## src/rtl/prog_mem_host_arbiter.sv

```systemverilog
`default_nettype none
// ============================================================================
// Module   : prog_mem_host_arbiter
// Purpose  : Shares the single-port program memory between core fetch and a host command port.
// Revision : 1.0
// ============================================================================
module prog_mem_host_arbiter #(
    parameter int PC_WIDTH     = 9,
    parameter int INST_WIDTH   = 12,
    parameter int HALT_TIMEOUT = 255
) (
    input  logic                  clk,
    input  logic                  rst,
    input  logic [PC_WIDTH-1:0]   core_pc,
    input  logic                  core_fetch_boundary,
    output logic [INST_WIDTH-1:0] core_inst,
    output logic                  core_halt,
    output logic                  halted,
    output logic                  halt_timeout,
    input  logic                  host_cmd_valid,
    output logic                  host_cmd_ready,
    input  logic [1:0]            host_cmd_op,
    input  logic [INST_WIDTH-1:0] host_cmd_data,
    output logic                  host_rsp_valid,
    input  logic                  host_rsp_ready,
    output logic [INST_WIDTH-1:0] host_rsp_data,
    output logic [PC_WIDTH-1:0]   mem_addr,
    output logic                  mem_we,
    output logic [INST_WIDTH-1:0] mem_wdata,
    input  logic [INST_WIDTH-1:0] mem_rdata
);

    localparam logic [2:0] c_RUN       = 3'd0;
    localparam logic [2:0] c_HALT_WAIT = 3'd1;
    localparam logic [2:0] c_IDLE      = 3'd2;
    localparam logic [2:0] c_WRITE     = 3'd3;
    localparam logic [2:0] c_READ      = 3'd4;
    localparam logic [2:0] c_RSP       = 3'd5;

    localparam logic [1:0] c_OP_SET_ADDR = 2'b00;
    localparam logic [1:0] c_OP_WRITE    = 2'b01;
    localparam logic [1:0] c_OP_READ     = 2'b10;
    localparam logic [1:0] c_OP_RESUME   = 2'b11;

    localparam int                 c_CNT_W    = $clog2(HALT_TIMEOUT + 1);
    localparam logic [c_CNT_W-1:0] c_CNT_LAST = c_CNT_W'(HALT_TIMEOUT - 1);

    logic [2:0]            r_state;
    logic [2:0]            w_nextState;
    logic [PC_WIDTH-1:0]   r_addrReg;
    logic [INST_WIDTH-1:0] r_wdata;
    logic [c_CNT_W-1:0]    r_timeoutCnt;
    logic                  r_haltTimeout;
    logic                  r_rspValid;
    logic [INST_WIDTH-1:0] r_rspData;
    logic                  w_cmdFire;
    logic                  w_cntExpired;
    logic                  w_rspFire;

    assign w_cmdFire    = host_cmd_valid && (r_state == c_IDLE);
    assign w_cntExpired = (r_timeoutCnt == c_CNT_LAST);
    assign w_rspFire    = (r_state == c_RSP) && host_rsp_ready;

    always_ff @(posedge clk or posedge rst) begin
        if (rst) begin
            r_state <= c_RUN;
        end else begin
            r_state <= w_nextState;
        end
    end

    always_comb begin
        w_nextState = r_state;
        case (r_state)
            c_RUN: begin
                if (host_cmd_valid) w_nextState = c_HALT_WAIT;
            end
            c_HALT_WAIT: begin
                if (core_fetch_boundary || w_cntExpired) w_nextState = c_IDLE;
            end
            c_IDLE: begin
                if (host_cmd_valid) begin
                    case (host_cmd_op)
                        c_OP_WRITE:  w_nextState = c_WRITE;
                        c_OP_READ:   w_nextState = c_READ;
                        c_OP_RESUME: w_nextState = c_RUN;
                        default:     w_nextState = c_IDLE;
                    endcase
                end
            end
            c_WRITE: w_nextState = c_IDLE;
            c_READ:  w_nextState = c_RSP;
            c_RSP: begin
                if (host_rsp_ready) w_nextState = c_IDLE;
            end
            default: w_nextState = c_RUN;
        endcase
    end

    // Host states keep addr_reg on the memory so the synchronous read is already in flight for READ.
    always_comb begin
        core_inst      = '0;
        core_halt      = 1'b0;
        halted         = 1'b0;
        host_cmd_ready = 1'b0;
        mem_addr       = r_addrReg;
        mem_we         = 1'b0;
        mem_wdata      = '0;
        case (r_state)
            c_RUN: begin
                mem_addr  = core_pc;
                core_inst = mem_rdata;
            end
            c_HALT_WAIT: begin
                mem_addr  = core_pc;
                core_inst = mem_rdata;
                core_halt = 1'b1;
            end
            c_IDLE: begin
                core_halt      = 1'b1;
                halted         = 1'b1;
                host_cmd_ready = 1'b1;
            end
            c_WRITE: begin
                core_halt = 1'b1;
                halted    = 1'b1;
                mem_we    = 1'b1;
                mem_wdata = r_wdata;
            end
            c_READ, c_RSP: begin
                core_halt = 1'b1;
                halted    = 1'b1;
            end
            default: begin
                core_halt = 1'b0;
            end
        endcase
    end

    always_ff @(posedge clk or posedge rst) begin
        if (rst) begin
            r_addrReg     <= '0;
            r_wdata       <= '0;
            r_timeoutCnt  <= '0;
            r_haltTimeout <= 1'b0;
            r_rspValid    <= 1'b0;
            r_rspData     <= '0;
        end else begin
            if ((r_state == c_HALT_WAIT) && (w_nextState == c_HALT_WAIT)) begin
                r_timeoutCnt <= r_timeoutCnt + 1'b1;
            end else begin
                r_timeoutCnt <= '0;
            end

            // A boundary in the expiry cycle counts as a clean halt.
            if ((r_state == c_HALT_WAIT) && !core_fetch_boundary && w_cntExpired) begin
                r_haltTimeout <= 1'b1;
            end else if (w_cmdFire && (host_cmd_op == c_OP_RESUME)) begin
                r_haltTimeout <= 1'b0;
            end

            if (w_cmdFire && (host_cmd_op == c_OP_SET_ADDR)) begin
                r_addrReg <= host_cmd_data[PC_WIDTH-1:0];
            end else if ((r_state == c_WRITE) || w_rspFire) begin
                r_addrReg <= r_addrReg + 1'b1;
            end

            if (w_cmdFire && (host_cmd_op == c_OP_WRITE)) begin
                r_wdata <= host_cmd_data;
            end

            if (r_state == c_READ) begin
                r_rspValid <= 1'b1;
                r_rspData  <= mem_rdata;
            end else if (w_rspFire) begin
                r_rspValid <= 1'b0;
            end
        end
    end

    assign halt_timeout   = r_haltTimeout;
    assign host_rsp_valid = r_rspValid;
    assign host_rsp_data  = r_rspData;

endmodule
`default_nettype wire

```

## config.mk

```make
export PLATFORM = sky130hd
export DESIGN_NAME = prog_mem_host_arbiter
export DESIGN_NICKNAME = d
export VERILOG_FILES = /design/src/rtl/prog_mem_host_arbiter.sv
export SDC_FILE = /design/constraint.sdc
export NUM_CORES = 1
export LEC_CHECK = 0
export CAP_MARGIN = 25
export CORE_MARGIN = 2
export CORE_UTILIZATION = 48
export DETAILED_ROUTE_END_ITERATION = 6
export PLACE_DENSITY = 0.82
export SYNTH_ARGS = -nofsm -noshare
export SYNTH_HDL_FRONTEND = slang
export SYNTH_SLANG_ARGS = --single-unit
export TNS_END_PERCENT = 10
```

## constraint.sdc

```tcl
create_clock -name clk -period 5.15 [get_ports clk]
set_clock_uncertainty 0.15 [all_clocks]
set_input_delay 1.03 -clock clk [delete_from_list [all_inputs] [get_ports clk]]
set_output_delay 1.03 -clock clk [all_outputs]
set_load 0.05 [all_outputs]
```

==> results.py, run 1 <==
metrics = {
    "outcome": {
        "status": "finished clean",
    },
    "worst_hold_path": {
        "min_from": "r_wdata[9]$_DFFE_PP0P_",
        "hold_end": "r_wdata[9]$_DFFE_PP0P_",
        "hp-class": "register to register",
        "worst_hold_path.num_cells": 1,
    },
    "worst_setup_path": {
        "reg2reg_from": "r_state[1]$_DFF_PP0_",
        "worst_setup_path_start_kind": "register",
        "crit_required_ns": 3.97,
        "timing_worst_setup_path_type": "register to primary output",
        "worstReg2RegEnd": "r_addrReg[4]$_DFFE_PP0P_",
        "reg2reg_depth": 4,
        "reg2reg_slack_ns": 2.96,
        "path_cells": "and3b_1, and2_1, clkdlybuf4s50_1",
        "crit_path_start": "r_state[1]$_DFF_PP0_",
        "cp.arrival_ns": 2.57,
        "slowest_stage": "clkdlybuf4s50_1",
        "critical_path.max_fanout": 19,
        "endpoint_kind": "primary output",
        "max_stage_delay_ns": 0.81,
    },
    "cts": {
        "ctsHtreeMaxLevel": 2,
        "postCtsSetupRepairBufs": 0,
        "ctsRootBufferMaster": "clkbuf_8",
        "cts_buffers": 5,
        "clockBufferDepth": 2,
        "cts_tree": "built",
        "cts_sinks": 46,
        "cts_resized": 0,
        "clk_latency_ns": 0.29,
        "ctsHoldBuffers": 0,
        "path_clk_slew_ns": 0.09,
    },
    "route": {
        "drc": 0,
        "routed_wl_mm": 5.52,
        "drt_iter0_drc": 91,
        "vias": 2000,
        "vias_per_cell": 5.24,
        "dr.pass1.iters": 4,
        "ant_nets": 0,
        "wl_per_cell_um": 14.5,
    },
    "yosys": {
        "ys.flop_type": "dfrtp_1",
        "synthDistinctLibCells": 49,
        "synth_edf_count": 0,
        "synth_cells": 225,
        "syn-num-nets": 268,
        "async_flop_share": 1.00,
        "yosys_warnings": 0,
        "avgSynthCellArea_um2": 11.0,
        "ys_ff_latch": 46,
        "syn-cell-area_um2": 2480,
        "ys_seq_area_frac": 0.465,
    },
    "place": {
        "gp_congestion": 0.757,
        "port-buffer-count": 90,
        "pre_cts_ws_ns": 1.51,
        "hpwl_mm": 4.02,
        "place_inst": 373,
    },
    "power": {
        "ir_worst_vdd_mv": 0.282,
        "power_density_nw_per_um2": 586,
        "leakagePower_nw": 1.45,
    },
    "grt": {
        "grt_overflow": 0,
        "antenna_found_initial": 0,
        "grt_max_degree": 47,
        "grt_usage": 0.197,
        "grt_pass1_wl_mm": 8.54,
        "grt_pass1_vias": 1864,
    },
    "floorplanning": {
        "die_area_um2": 5750,
        "ios": 91,
        "core_um2": 5040,
        "num_rows": 26,
        "die_w_um": 75.8,
        "dieHeight_um": 75.8,
        "initial_core_util": 0.491,
    },
    "finish": {
        "regArea_um2": 1150,
        "layout_common_cells": "clkdlybuf4s50_1, dfrtp_1, and2_1, mux2_1",
        "antenna_cells": 0,
        "syn_to_final_growth_pct": 40.9,
        "final_common_cell": "clkdlybuf4s50_1",
        "fill_cells": 401,
        "nets": 354,
        "stdcell_count": 382,
        "drive_gt1_frac": 0.0994,
        "multi_input_area_um2": 1220,
    },
    "sta": {
        "setup_viol": 0,
        "clock.fmax_ghz": 0.267,
        "finalHoldViolCount": 0,
        "min_period_ns": 3.75,
        "worst_pin_slew_ns": 0.645,
        "worst_slew_margin_rel": 0.570,
        "setup_tns_ns": 0,
        "fin_ws_ns": 1.40,
        "drv_slew": 0,
        "period_share": 0.729,
        "rsz0062_at_grt": "no",
    },
    "run": {
        "drv_cap": 0,
    },
}
[per-stage QoR]
step,total power [W],instance area (um^2),hold slack [ns],utilization
after floorplan,0.00146,2480,0.306,-
after detailed placement,0.00183,3380,0.323,0.670
after global routing,0.00215,3490,0.358,0.692
final,0.00205,3490,0.341,0.692
after global placement,0.00181,3380,0.311,0.670
after CTS,0.00206,3470,0.343,0.688
[cells in the mapped netlist, types with 6 or more instances]
cell | n | area [um^2]
dfrtp_1 | 46 | 1150
and2_1 | 24 | 150
mux2_1 | 19 | 214
mux2_2 | 13 | 146
nand2_1 | 13 | 48.8
nand3_1 | 12 | 60.1
nor2_1 | 9 | 33.8
a21oi_1 | 6 | 30.0
o21ai_0 | 6 | 30.0
xor2_1 | 6 | 52.6
[state kept, by name, indices dropped and copies added (netlist names)]
| signal | flops |
|---|---|
| host_rsp_data | 12 |
| r_timeoutCnt | 8 |
| r_addrReg | 9 |
| r_wdata | 12 |
| r_state | 3 |
| host_rsp_valid | 1 |
| halt_timeout | 1 |
[worst max-delay path by stage]
stage | to | depth (start not counted)
finish | mem_wdata[10] | 3
global placement | mem_addr[2] | 4
CTS | mem_wdata[9] | 3
global route | mem_wdata[1] | 3
floorplan | mem_wdata[10] | 4
detailed placement | mem_addr[2] | 4
[critical path: cells and delay by family (launching register included)]
| family | cells | cell delay, ns |
|---|---|---|
| flops | 1 | 0.60 |
| simple gates | 2 | 0.86 |
| buf+inv | 1 | 0.81 |
[per-layer routing]
layer  track usage  vias up  routed length [um]
met3        0.0476        7                 370
li1              -      973                   -
met2         0.315       72                2640
met1         0.263      948                2440
met5             0        -                   0
met4        0.0682        0                  69
[final cells by class]
cell class | count | area share
Timing Repair Buffer | 91 | 0.264
Clock inverter | 1 | 0.00143
Tap cell | 70 | 0.0251
Multi-Input combinational cell | 163 | 0.351
Clock buffer | 7 | 0.0247
Inverter | 4 | 0.00430
Sequential cell | 46 | 0.330
[report_power, final]
part           total, W  internal, W  switching, W  leakage [nW]
logic           0.00121     0.000456      0.000757         0.819
registers      0.000608     0.000494      0.000113         0.587
clock network  0.000224     0.000108      0.000116        0.0482
[cells by family (layout without fill, tap and decap cells)]
logic type	count (synthesis)	in the layout	share of synthesized area
AND/OR/NAND/NOR	89	89	0.220
AO/OA/AOI/OAI	31	31	0.0829
multiplexers	33	33	0.152
buffers and inverters	16	103	0.0409
flip-flops	46	46	0.465
XOR/XNOR	7	7	0.0248
adder cells (fa/ha/maj)	3	3	0.0152
No activity file was read; power rests on OpenSTA's default activity.
==> run 2: changes to the inputs <==
--- a/config.mk
+++ b/config.mk
@@ -7,9 +7,9 @@
 export LEC_CHECK = 0
 export CAP_MARGIN = 25
 export CORE_MARGIN = 2
-export CORE_UTILIZATION = 48
+export CORE_UTILIZATION = 40
 export DETAILED_ROUTE_END_ITERATION = 6
-export PLACE_DENSITY = 0.82
+export PLACE_DENSITY = 0.72
 export SYNTH_ARGS = -nofsm -noshare
 export SYNTH_HDL_FRONTEND = slang
 export SYNTH_SLANG_ARGS = --single-unit
==> constraint.sdc (replaced) <==
create_clock -name clk -period 3 [get_ports clk]
set_clock_uncertainty 0.15 [all_clocks]
set_input_delay 0.6 -clock clk [delete_from_list [all_inputs] [get_ports clk]]
set_output_delay 0.6 -clock clk [all_outputs]
set_load 0.05 [all_outputs]
==> results.py, run 2 (synthesis gave the netlist of run 1 again) <==
metrics = {
    "finish": {
        "regArea_um2": 1150,
        "syn_to_final_growth_pct": 37.7,
        "layout_common_cells": "clkdlybuf4s50_1, dfrtp_1, buf_4, and2_1, mux2_1",
        "drive_gt1_frac": 0.208,
        "antenna_cells": 0,
        "final_common_cell": "clkdlybuf4s50_1",
        "stdcell_count": 387,
        "nets": 354,
        "fill_cells": 560,
        "multi_input_area_um2": 1220,
    },
    "sta": {
        "setup_viol": 0,
        "period_share": 0.896,
        "worst_pin_slew_ns": 0.617,
        "finalHoldViolCount": 0,
        "fin_ws_ns": 0.311,
        "min_period_ns": 2.69,
        "rsz0062_at_grt": "no",
        "clock.fmax_ghz": 0.372,
        "setup_tns_ns": 0,
        "drv_slew": 0,
        "worst_slew_margin_rel": 0.589,
    },
    "worst_hold_path": {
        "hold_end": "r_wdata[5]$_DFFE_PP0P_",
        "hp-class": "register to register",
        "min_from": "r_wdata[5]$_DFFE_PP0P_",
        "worst_hold_path.num_cells": 1,
    },
    "route": {
        "wl_per_cell_um": 13.8,
        "vias": 1974,
        "drc": 0,
        "ant_nets": 0,
        "routed_wl_mm": 5.36,
        "vias_per_cell": 5.10,
        "drt_iter0_drc": 42,
        "dr.pass1.iters": 4,
    },
    "outcome": {
        "status": "finished clean",
    },
    "worst_setup_path": {
        "reg2reg_slack_ns": 0.87,
        "worstReg2RegEnd": "r_addrReg[4]$_DFFE_PP0P_",
        "timing_worst_setup_path_type": "register to primary output",
        "endpoint_kind": "primary output",
        "max_stage_delay_ns": 0.84,
        "reg2reg_depth": 4,
        "worst_setup_path_start_kind": "register",
        "slowest_stage": "clkdlybuf4s50_1",
        "reg2reg_from": "r_state[1]$_DFF_PP0_",
        "crit_required_ns": 2.25,
        "cp.arrival_ns": 1.94,
        "critical_path.max_fanout": 12,
        "path_cells": "nor3b_1, clkdlybuf4s50_1",
    },
    "place": {
        "hpwl_mm": 3.98,
        "gp_congestion": 0.784,
        "pre_cts_ws_ns": 0.613,
        "place_inst": 379,
        "port-buffer-count": 90,
    },
    "cts": {
        "ctsHoldBuffers": 0,
        "clk_latency_ns": 0.29,
        "cts_resized": 0,
        "cts_buffers": 5,
        "cts_sinks": 46,
        "clockBufferDepth": 2,
        "cts_tree": "built",
        "postCtsSetupRepairBufs": 0,
        "ctsHtreeMaxLevel": 2,
        "path_clk_slew_ns": 0.08,
        "ctsRootBufferMaster": "clkbuf_8",
    },
    "floorplanning": {
        "die_w_um": 82.7,
        "ios": 91,
        "initial_core_util": 0.416,
        "core_um2": 5960,
        "num_rows": 28,
        "die_area_um2": 6840,
        "dieHeight_um": 82.7,
    },
    "power": {
        "power_density_nw_per_um2": 1010,
        "power_w": 0.00345,
        "leakagePower_nw": 1.50,
        "ir_worst_vdd_mv": 0.759,
    },
    "grt": {
        "grt_pass1_vias": 1951,
        "grt_usage": 0.173,
        "grt_max_degree": 26,
        "antenna_found_initial": 0,
        "grt_overflow": 0,
        "grt_pass1_wl_mm": 9.05,
    },
    "run": {
        "drv_cap": 0,
    },
}
run 2: final cells by class:
| class | count | area share |
|---|---|---|
| timing repair buffer | 91 | 0.245 |
| sequential | 46 | 0.337 |
| clock buffer | 7 | 0.0253 |
| tap | 75 | 0.0275 |
| clock inverter | 1 | 0.00147 |
| multi-input combinational | 163 | 0.359 |
| inverter | 4 | 0.00440 |
run 2: metrics by stage:
stage	hold WS [ns]	cell area, um^2	util
floorplan	0.306	2480	-
global placement	0.311	3320	0.557
detailed placement	0.323	3320	0.557
CTS	0.340	3410	0.573
global route	0.353	3410	0.573
finish	0.335	3410	0.573
run 2: power breakdown:
group | leakage [nW] | internal [W] | switching (W)
Clock | 0.0482 | 0.000186 | 0.000197
Sequential | 0.587 | 0.000849 | 0.000192
Combinational | 0.868 | 0.000735 | 0.00129
run 2: critical path, delay by kind of cell (launching register included):
kind,cells,cell delay [ns]
flops,1,0.58
buf+inv,1,0.84
simple gates,1,0.22
run 2: how the worst max path moves through the flow:
| stage | start | end | slack (ns) | depth (start not counted) |
|---|---|---|---|---|
| floorplan | r_state[2]$_DFF_PP0_ | mem_wdata[10] | 0.42 | 4 |
| global placement | r_state[1]$_DFF_PP0_ | host_cmd_ready | 0.63 | 2 |
| detailed placement | r_state[1]$_DFF_PP0_ | mem_addr[0] | 0.61 | 3 |
| CTS | r_state[1]$_DFF_PP0_ | mem_addr[0] | 0.27 | 3 |
| global route | r_state[1]$_DFF_PP0_ | mem_addr[0] | 0.14 | 3 |
| finish | r_state[1]$_DFF_PP0_ | host_cmd_ready | 0.31 | 2 |
run 2: metal layers:
metal,vias to the layer above,track usage,part of all wire
li1,969,-,-
met1,939,0.206,0.43
met2,60,0.304,0.48
met3,6,0.0478,0.084
met4,0,0.0492,0.012
met5,-,0,0
==> run 3: changes to the inputs <==
--- a/config.mk
+++ b/config.mk
@@ -6,10 +6,12 @@
 export NUM_CORES = 1
 export LEC_CHECK = 0
 export CAP_MARGIN = 25
+export CELL_PAD_IN_SITES_DETAIL_PLACEMENT = 1
+export CELL_PAD_IN_SITES_GLOBAL_PLACEMENT = 2
 export CORE_MARGIN = 2
-export CORE_UTILIZATION = 40
+export CORE_UTILIZATION = 24
 export DETAILED_ROUTE_END_ITERATION = 6
-export PLACE_DENSITY = 0.72
+export PLACE_DENSITY = 0.71
 export SYNTH_ARGS = -nofsm -noshare
 export SYNTH_HDL_FRONTEND = slang
 export SYNTH_SLANG_ARGS = --single-unit
==> results.py, run 3 (synthesis gave the netlist of run 1 again) <==
metrics = {
    "worst_setup_path": {
        "critical_path.max_fanout": 12,
        "timing_worst_setup_path_type": "register to primary output",
        "cp.arrival_ns": 1.98,
        "reg2reg_slack_ns": 0.87,
        "crit_end": "host_cmd_ready",
        "worstReg2RegEnd": "r_addrReg[0]$_DFFE_PP0P_",
        "reg2reg_from": "r_state[1]$_DFF_PP0_",
        "endpoint_kind": "primary output",
        "crit_path_start": "r_state[1]$_DFF_PP0_",
        "reg2reg_depth": 4,
        "crit_required_ns": 2.25,
        "worst_setup_path_start_kind": "register",
    },
    "sta": {
        "min_period_ns": 2.73,
        "worst_slew_margin_rel": 0.604,
        "period_share": 0.909,
        "fin_ws_ns": 0.273,
        "rsz0062_at_grt": "no",
        "finalHoldViolCount": 0,
        "drv_slew": 0,
        "worst_pin_slew_ns": 0.593,
        "clock.fmax_ghz": 0.367,
        "setup_tns_ns": 0,
        "setup_viol": 0,
    },
    "route": {
        "drc": 0,
        "routed_wl_mm": 6.73,
        "wl_per_cell_um": 15.0,
        "vias_per_cell": 4.53,
        "ant_nets": 0,
        "dr.pass1.iters": 4,
        "drt_iter0_drc": 68,
        "vias": 2037,
    },
    "floorplanning": {
        "num_rows": 37,
        "core_um2": 10200,
        "initial_core_util": 0.243,
        "dieHeight_um": 106,
        "die_w_um": 106,
        "die_area_um2": 11100,
        "ios": 91,
    },
    "finish": {
        "fin_area_um2": 3540,
        "final_util": 0.348,
        "antenna_cells": 0,
        "syn_to_final_growth_pct": 43.0,
        "drive_gt1_frac": 0.217,
        "layout_common_cells": "clkdlybuf4s50_1, dfrtp_1, buf_4, and2_1, mux2_1",
        "final_common_cell": "clkdlybuf4s50_1",
        "stdcell_count": 450,
        "nets": 356,
    },
    "power": {
        "p_sw_w": 0.00175,
        "power_density_nw_per_um2": 1040,
        "p_seq_frac": 0.285,
        "p_int_w": 0.00194,
        "clock_power_share": 0.155,
        "p_sw_frac": 0.474,
        "pwr-share-comb": 0.561,
        "ir_worst_vdd_mv": 0.363,
        "leakagePower_nw": 1.53,
    },
    "run": {
        "drv_cap": 0,
    },
    "place": {
        "hpwl_mm": 5.34,
        "placed_area_um2": 3400,
        "pre_cts_ws_ns": 0.556,
        "port-buffer-count": 90,
        "place_inst": 442,
        "gp_congestion": 0.752,
    },
    "cts": {
        "clockBufferDepth": 2,
        "cts_buffers": 5,
        "clk_latency_ns": 0.30,
        "path_clk_slew_ns": 0.08,
        "ctsRootBufferMaster": "clkbuf_8",
        "postCtsSetupRepairBufs": 0,
        "cts_resized": 0,
        "ctsHoldBuffers": 0,
        "cts_sinks": 46,
        "ctsHtreeMaxLevel": 2,
        "cts_tree": "built",
    },
    "grt": {
        "grt_usage": 0.125,
        "antenna_found_initial": 0,
        "grt_pass1_vias": 2084,
        "grt_overflow": 0,
        "grt_pass1_wl_mm": 11.2,
        "grt_max_degree": 26,
    },
    "worst_hold_path": {
        "hp-class": "register to register",
    },
    "outcome": {
        "status": "finished clean",
    },
}
[run 3: changes by cell type in the layout (fill, tap and decap cells not counted)]
cell and delta:
clkinv_2 -1, clkbuf_1 -1, buf_4 +3, bufinv_16 +2, buf_12 -1
[run 3: cell type report]
cell class                      instances  area [um^2]
Inverter                                4         15.0
Clock buffer                            6         82.6
Multi-Input combinational cell        163         1220
Clock inverter                          2         60.1
Timing Repair Buffer                   93          838
Tap cell                              136          170
Fill cell                            1147         6640
Sequential cell                        46         1150
[run 3: metal layers]
metal  up-vias  track usage  share of wire
li1        972            -              -
met1      1003        0.163           0.47
met2        57        0.208           0.47
met3         5       0.0254          0.049
met4         0       0.0376          0.011
met5         -            0              0
[run 3: worst min path at each step]
stage                     slack, ns  cells past startpoint                         start                            to
after floorplan                0.31                      1       r_wdata[11]$_DFFE_PP0P_       r_wdata[11]$_DFFE_PP0P_
after global placement         0.31                      1    host_rsp_valid$_DFFE_PP0P_    host_rsp_valid$_DFFE_PP0P_
after detailed placement       0.32                      1        r_wdata[7]$_DFFE_PP0P_        r_wdata[7]$_DFFE_PP0P_
after CTS                      0.34                      1        r_wdata[7]$_DFFE_PP0P_        r_wdata[7]$_DFFE_PP0P_
after global routing           0.37                      1  host_rsp_data[0]$_DFFE_PP0P_  host_rsp_data[0]$_DFFE_PP0P_
final                          0.34                      1        r_wdata[1]$_DFFE_PP0P_        r_wdata[1]$_DFFE_PP0P_
[run 3: worst max-delay path: stages, from the launching register on]
cell and delay [ns]:
dfrtp_1 0.58, nor3b_1 0.23, clkdlybuf4s50_1 0.87
[run 3: power groups by stage]
stage	registers [W]	clock network [W]	logic (W)
after floorplan	0.00127	0	0.00123
after global placement	0.00105	0	0.00208
after detailed placement	0.00107	0	0.00210
after CTS	0.00105	0.000592	0.00210
after global routing	0.00110	0.000612	0.00219
final	0.00105	0.000571	0.00207
[run 3: metrics by stage]
stage	power (W)	hold slack (ns)
finish	0.00370	0.340
global route	0.00390	0.366
CTS	0.00375	0.345
detailed placement	0.00317	0.323
global placement	0.00313	0.313
floorplan	0.00250	0.306
